===== config.mk =====
export PLATFORM = sky130hd
export DESIGN_NAME = mult_minmax_seq
export DESIGN_NICKNAME = d
export VERILOG_FILES = /design/src/rtl/mult_minmax_pkg.sv /design/src/rtl/mult_minmax_seq_mult.sv /design/src/rtl/mult_minmax_seq.sv
export SDC_FILE = /design/constraint.sdc
export NUM_CORES = 1
export LEC_CHECK = 0
export BUFFER_PORTS_ARGS = -buffer_cell sky130_fd_sc_hd__buf_4
export CAP_MARGIN = 10
export CORE_ASPECT_RATIO = 1.75
export CORE_MARGIN = 2
export CORE_UTILIZATION = 30
export CTS_CLUSTER_SIZE = 20
export DETAILED_ROUTE_END_ITERATION = 8
export GPL_TIMING_DRIVEN = 0
export PLACE_DENSITY = 0.44
export RECOVER_POWER = 50
export SLEW_MARGIN = 20
export SYNTH_ARGS = -nofsm -noshare
export SYNTH_HDL_FRONTEND = slang
export SYNTH_SLANG_ARGS = --single-unit

===== constraint.sdc =====
create_clock -name clk -period 6.5 [get_ports clk]
set_clock_uncertainty 0.15 [all_clocks]
set_input_delay 0 -clock clk [delete_from_list [all_inputs] [get_ports clk]]
set_output_delay 0 -clock clk [all_outputs]
set_load 0.005 [all_outputs]

===== src/rtl/mult_minmax_pkg.sv =====
// Shared state encoding and mode constants for the sequential multiply / min-max unit.
package mult_minmax_pkg;

   typedef enum logic [1:0] {
      IDLE = 2'd0,
      MULT = 2'd1,
      CMP  = 2'd2,
      DONE = 2'd3
   } state_t;

   localparam logic MODE_MIN = 1'b0;
   localparam logic MODE_MAX = 1'b1;

endpackage


===== src/rtl/mult_minmax_seq_mult.sv =====
// LSB-first shift-add multiplier: one partial product per step, done after N steps.
module shift_add_mult #(
   parameter int N = 8
) (
   input  logic           clk,
   input  logic           reset,
   input  logic           load,
   input  logic           step,
   input  logic [N-1:0]   a_in,
   input  logic [N-1:0]   b_in,
   output logic [2*N-1:0] acc,
   output logic           done
);

   localparam int CW = $clog2(N);

   logic [2*N-1:0] a_sh_q, a_sh_d;
   logic [N-1:0]   b_q, b_d;
   logic [2*N-1:0] acc_q, acc_d;
   logic [CW-1:0]  cnt_q, cnt_d;

   // A is pre-shifted each step, so adding it equals adding (A << step).
   always_comb begin
      a_sh_d = a_sh_q;
      b_d    = b_q;
      acc_d  = acc_q;
      cnt_d  = cnt_q;
      if (load) begin
         a_sh_d = {{N{1'b0}}, a_in};
         b_d    = b_in;
         acc_d  = '0;
         cnt_d  = '0;
      end else if (step) begin
         if (b_q[0]) begin
            acc_d = acc_q + a_sh_q;
         end
         a_sh_d = a_sh_q << 1;
         b_d    = b_q >> 1;
         cnt_d  = cnt_q + 1'b1;
      end
   end

   always_ff @(posedge clk or posedge reset) begin
      if (reset) begin
         a_sh_q <= '0;
         b_q    <= '0;
         acc_q  <= '0;
         cnt_q  <= '0;
      end else begin
         a_sh_q <= a_sh_d;
         b_q    <= b_d;
         acc_q  <= acc_d;
         cnt_q  <= cnt_d;
      end
   end

   assign acc  = acc_q;
   // High during the Nth step, so the controller can leave MULT on that same edge.
   assign done = step && !load && (cnt_q == CW'(N - 1));

endmodule


===== src/rtl/mult_minmax_seq.sv =====
// K-pair sequential multiply with per-product saturation, reduced to the min or max
// together with a bound operand; start/ready handshake.
module mult_minmax_seq
   import mult_minmax_pkg::*;
#(
   parameter int N = 8,
   parameter int K = 4
) (
   input  logic           clk,
   input  logic           reset,
   input  logic           start,
   input  logic           mode,
   input  logic [K*N-1:0] in_a,
   input  logic [K*N-1:0] in_b,
   input  logic [N-1:0]   in_c,
   output logic           busy,
   output logic           ready,
   output logic           overflow,
   output logic [N-1:0]   result
);

   localparam int IDX_W = (K > 1) ? $clog2(K) : 1;

   state_t           state_q, state_d;
   logic             mode_q, mode_d;
   logic [K*N-1:0]   a_cap_q, a_cap_d;
   logic [K*N-1:0]   b_cap_q, b_cap_d;
   logic [N-1:0]     extreme_q, extreme_d;
   logic [IDX_W-1:0] idx_q, idx_d;
   logic             ovf_acc_q, ovf_acc_d;
   logic             busy_q, busy_d;
   logic             ready_q, ready_d;
   logic             overflow_q, overflow_d;
   logic [N-1:0]     result_q, result_d;

   logic             mul_load, mul_step, mul_done;
   logic [N-1:0]     mul_a, mul_b;
   logic [2*N-1:0]   mul_acc;

   logic             hi_nz;
   logic [N-1:0]     sat;
   logic [N-1:0]     new_extreme;

   shift_add_mult #(.N(N)) u_mult (
      .clk   (clk),
      .reset (reset),
      .load  (mul_load),
      .step  (mul_step),
      .a_in  (mul_a),
      .b_in  (mul_b),
      .acc   (mul_acc),
      .done  (mul_done)
   );

   assign hi_nz = (mul_acc[2*N-1:N] != '0);
   assign sat   = hi_nz ? {N{1'b1}} : mul_acc[N-1:0];

   always_comb begin
      new_extreme = extreme_q;
      if (mode_q == MODE_MAX) begin
         if (sat > extreme_q) new_extreme = sat;
      end else begin
         if (sat < extreme_q) new_extreme = sat;
      end
   end

   // Pending pairs are kept packed and shifted down, so the next pair is always at the LSBs.
   always_comb begin
      state_d    = state_q;
      mode_d     = mode_q;
      a_cap_d    = a_cap_q;
      b_cap_d    = b_cap_q;
      extreme_d  = extreme_q;
      idx_d      = idx_q;
      ovf_acc_d  = ovf_acc_q;
      busy_d     = busy_q;
      ready_d    = ready_q;
      overflow_d = overflow_q;
      result_d   = result_q;
      mul_load   = 1'b0;
      mul_step   = 1'b0;
      mul_a      = a_cap_q[N-1:0];
      mul_b      = b_cap_q[N-1:0];

      case (state_q)
         IDLE, DONE: begin
            if (start) begin
               mode_d    = mode;
               a_cap_d   = in_a >> N;
               b_cap_d   = in_b >> N;
               extreme_d = in_c;
               idx_d     = '0;
               ovf_acc_d = 1'b0;
               ready_d   = 1'b0;
               busy_d    = 1'b1;
               mul_load  = 1'b1;
               mul_a     = in_a[N-1:0];
               mul_b     = in_b[N-1:0];
               state_d   = MULT;
            end
         end
         MULT: begin
            mul_step = 1'b1;
            if (mul_done) state_d = CMP;
         end
         CMP: begin
            extreme_d = new_extreme;
            ovf_acc_d = ovf_acc_q | hi_nz;
            if (idx_q == IDX_W'(K - 1)) begin
               result_d   = new_extreme;
               overflow_d = ovf_acc_q | hi_nz;
               ready_d    = 1'b1;
               busy_d     = 1'b0;
               state_d    = DONE;
            end else begin
               idx_d    = idx_q + 1'b1;
               mul_load = 1'b1;
               a_cap_d  = a_cap_q >> N;
               b_cap_d  = b_cap_q >> N;
               state_d  = MULT;
            end
         end
         default: state_d = IDLE;
      endcase
   end

   always_ff @(posedge clk or posedge reset) begin
      if (reset) begin
         state_q    <= IDLE;
         mode_q     <= MODE_MIN;
         a_cap_q    <= '0;
         b_cap_q    <= '0;
         extreme_q  <= '0;
         idx_q      <= '0;
         ovf_acc_q  <= 1'b0;
         busy_q     <= 1'b0;
         ready_q    <= 1'b0;
         overflow_q <= 1'b0;
         result_q   <= '0;
      end else begin
         state_q    <= state_d;
         mode_q     <= mode_d;
         a_cap_q    <= a_cap_d;
         b_cap_q    <= b_cap_d;
         extreme_q  <= extreme_d;
         idx_q      <= idx_d;
         ovf_acc_q  <= ovf_acc_d;
         busy_q     <= busy_d;
         ready_q    <= ready_d;
         overflow_q <= overflow_d;
         result_q   <= result_d;
      end
   end

   assign busy     = busy_q;
   assign ready    = ready_q;
   assign overflow = overflow_q;
   assign result   = result_q;

endmodule


==> results by group <==
Timing
  • Final Setup Violations: 0
  • Fin. max-slew vios: 119
  • Fin crit period: 4.54 ns
  • Worst hold slack: 0.169 ns
  • Slew HR: -30.5%
  • Final worst setup slack: 1.96 ns
  • Setup TNS: 0 ns
  • RSZ-0062 raised after global routing: no
  • Final Cycle Share: 69.8%
  • Max Fclk: 0.220 GHz
  • Actual slew at the worst max-slew pin: 1.96 ns
  • Final hold violation count: 0

Synthesis
  • Area fraction of the dominant cell type after synthesis: 47.4%
  • Yosys top cell by area: dfrtp_1
  • Seq/Total Area, Yosys: 47.4%
  • Synth Flop Type: dfrtp_1
  • Post-synth ARST share: 100%
  • Syn Inst Count: 628
  • Number of synthesized flops with an enable pin: 0
  • Net Count, Synth: 734
  • Synth Warn #: 0
  • Top post-synthesis cells by area: dfrtp_1 47%, mux2i_1 6.4%, nand2_1 6.4%, ha_1 5.9%, o21ai_0 4.7%
  • Mapped cell area: 6130 um2
  • Avg Inst Size Synth: 9.76 um2
  • Register bit count reported by yosys: 116
  • Yosys cell types: 52

Worst setup path
  • Top delay family on crit path: compound AO/OA/AOI/OAI gates
  • Crit path from: u_mult.acc[11]
  • Worst setup EP type: flop
  • CP Max Fanout: 10
  • WS Path Type: reg2reg
  • CP cell instances: nor4_1, nand2_1, or2_2, ha_1, nand2_1, o21ai_0, o211ai_1, a31oi_1, o221a_1
  • Worst R2R Setup Slack: around 2 ns
  • Setup crit start kind: flop
  • Critical Path RT: 6.71 ns
  • Most frequent CP cell: nand2_1
  • Worst path max stage delay: 0.76 ns
  • Buf/Inv on CP: 0
  • FF-to-FF Start: u_mult.acc[11]
  • Slowest cell on crit path: a31oi_1
  • Worst EP arrival: 4.75 ns

Power
  • Leakage: ~0.0038 uW
  • Peak supply drop: 325 uV
  • Pwr Density: approximately 470 nW/um2

GRT
  • Met3 Usage GRT: 4.00%
  • Grt peak-use layer: met2
  • GR Util All Layers: 18.1%
  • Initial antenna violation count: 0
  • Vias in the first global route: approximately 6000
  • GR Util met1: 17.7%
  • GRT Residual Overflow: 0
  • Largest net degree at the start of global routing: 77
  • First-pass GRT wire length: between 30 and 40 mm
  • Met2 usage: 36.0%

Drt
  • Detailed Route Iter0 Violations: 196
  • Initial DRT Pass Iterations: 4
  • DRC: 0
  • Via density: 5.07
  • Vias after detailed routing: roughly 5400
  • Final WL: 18.5 mm
  • Final ANT Viol Nets: 0
  • Drt wl/cell: 17.3 um

Clock tree
  • CTS Root Cell: clkbuf_16
  • Post-CTS resize count: 0
  • Max Buffers Root-to-Sink: 2
  • CTS tree: done
  • CTS H-tree depth: 4
  • CTS buffer count: 17
  • Post-cts hold buffer count: 76
  • Worst-Skew Late Latency: 0.43 ns
  • # Post-CTS Setup Buffers: 0
  • Clock-pin slew on the worst setup and hold paths: roughly 0.050 ns
  • CTS sink cnt: 116

Placed design
  • Placed Cells: ~960
  • Worst slack, placed: 1.96 ns
  • Dpl hpwl: ~14 mm
  • Routability cong.: about 0.84
  • PortBufs: 85

Final layout
  • Final net count: 915
  • Finished Core Util: 41.7%
  • Non-filler cells, final: 1068
  • P&R area growth vs syn: 37.4%
  • Share of post-route cells with drive strength above 1: 15.5%
  • Antenna cells: 0

Min path
  • Class of the worst hold path: in2reg
  • Hold Path Origin: mode

Floorplanning
  • Chip width: 112 um
  • Initial Util: 30.3%
  • Die Ht: roughly 190 um
  • Ports: 87
  • Die ar.: between 20000 and 25000 um2
  • Site row count: 69
  • Core area: 20200 um2

Run status
  • Status: finished, violations left
  • Failing checks: max-capacitance violations, max-slew violations

Flow run
  • Max-cap violation count: 2
==> cells in the final DEF (no fill, tap or decap), types with 3 or more instances in the layout <==
| master | Yosys | routed |
|---|---|---|
| a21oi_1 | 42 | 42 |
| clkbuf_8 | 0 | 5 |
| a22o_1 | 26 | 26 |
| clkbuf_1 | 32 | 36 |
| nor4_1 | 3 | 3 |
| mux2i_1 | 39 | 39 |
| a21boi_0 | 3 | 3 |
| a2111o_1 | 3 | 3 |
| a21o_1 | 3 | 3 |
| dfrtp_1 | 116 | 116 |
| clkbuf_4 | 0 | 12 |
| buf_1 | 4 | 4 |
| nor2_1 | 12 | 12 |
| o221a_1 | 8 | 8 |
| a221o_1 | 15 | 15 |
| o21ai_0 | 57 | 57 |
| clkbuf_16 | 0 | 17 |
| nand3_1 | 20 | 20 |
| nor3_1 | 14 | 14 |
| nand2_1 | 104 | 104 |
| nand4_1 | 4 | 4 |
| xnor2_1 | 3 | 3 |
| ha_1 | 29 | 29 |
| inv_1 | 19 | 18 |
| o21a_1 | 3 | 3 |
| buf_4 | 0 | 73 |
| o211ai_1 | 4 | 4 |
| dlygate4sd3_1 | 0 | 76 |
| o22ai_1 | 9 | 9 |
| or2_2 | 7 | 7 |
| nor2b_1 | 3 | 3 |
| o31ai_1 | 11 | 11 |
==> registers in the layout, summed over array words and instances, names as in the netlist <==
| register | count |
|---|---|
| b_cap_q | 24 |
| idx_q | 2 |
| mode_q | 1 |
| busy | 1 |
| overflow | 1 |
| u_mult.a_sh_q | 16 |
| a_cap_q | 24 |
| u_mult.acc | 16 |
| ready | 1 |
| state_q | 2 |
| ovf_acc_q | 1 |
| u_mult.b_q | 8 |
| extreme_q | 8 |
| result | 8 |
| u_mult.cnt_q | 3 |
==> cell usage after synthesis, drive strengths merged, types with 3 or more instances <==
cell	count
buf	7
nand2	104
o31ai	11
nor2b	4
nand3	20
nor4	3
a21boi	3
nand4	4
nor3	14
a22o	26
dfrtp	116
a2111o	3
or2	8
a21oi	43
clkbuf	32
o211ai	5
o221a	8
xnor2	3
o21a	3
o22ai	9
ha	29
mux2i	39
a21o	3
o21ai	57
a221o	15
inv	19
nor2	12
==> kinds of logic (layout without fill, tap and decap cells) <==
group,count (synthesis),after routing,synth area share (%)
adder cells (fa/ha/maj),30,30,6.25
AND/OR/NAND/NOR,178,178,12.9
XOR/XNOR,5,5,0.715
AO/OA/AOI/OAI,201,201,22.5
flip-flops,116,116,47.4
buffers and inverters,58,250,3.72
multiplexers,40,40,6.55
==> power breakdown <==
group	switching, uW	total (uW)	internal (uW)	leakage, uW
registers	227	1240	1010	0.00148
logic	1040	1740	704	0.00201
clock network	329	938	609	0.000286
==> worst register-to-register path: cells and delay by family (launching register included) <==
family	cells	cell delay (ns)
fa+ha+maj	1	0.32
simple gates	4	1.66
compound gates	4	1.95
flops	1	0.40
==> area by class of cell <==
| cell class | instances | area [um2] |
|---|---|---|
| flip-flops and latches | 116 | 2900 |
| fillers | 2064 | 11800 |
| repair buffers | 162 | 1400 |
| clock inverters | 4 | 70.1 |
| plain buffers | 39 | 156 |
| clock buffers | 26 | 509 |
| multi-input cells | 454 | 3000 |
| well taps | 248 | 310 |
| inverters | 19 | 72.6 |
==> path summary, 6_finish.rpt <==
| path | depth (start not counted) | end |
|---|---|---|
| max | 9 | extreme_q[1] |
| min | 4 | mode_q |
| max reg2reg | 9 | extreme_q[1] |
| min reg2reg | 2 | result[3] |
| max in group asynchronous | 5 | u_mult.a_sh_q[10] |
| min in group asynchronous | 4 | a_cap_q[10] |
==> layer usage <==
layer / vias to the layer above / part of all wire, % / routed length (um)
met5: - / 0 / 0
met4: 0 / 2.6 / 478
met3: 29 / 3.3 / 615
met2: 106 / 57 / 10600
met1: 2610 / 37 / 6830
li1: 2668 / - / -
==> metrics by stage <==
step	area [um2]	total power, uW
final	8420	3920
after global routing	8420	4250
after CTS	8450	3990
after detailed placement	7110	2990
after global placement	7080	2930
after floorplan	6130	2430
No activity file was read; power rests on OpenSTA's default activity.
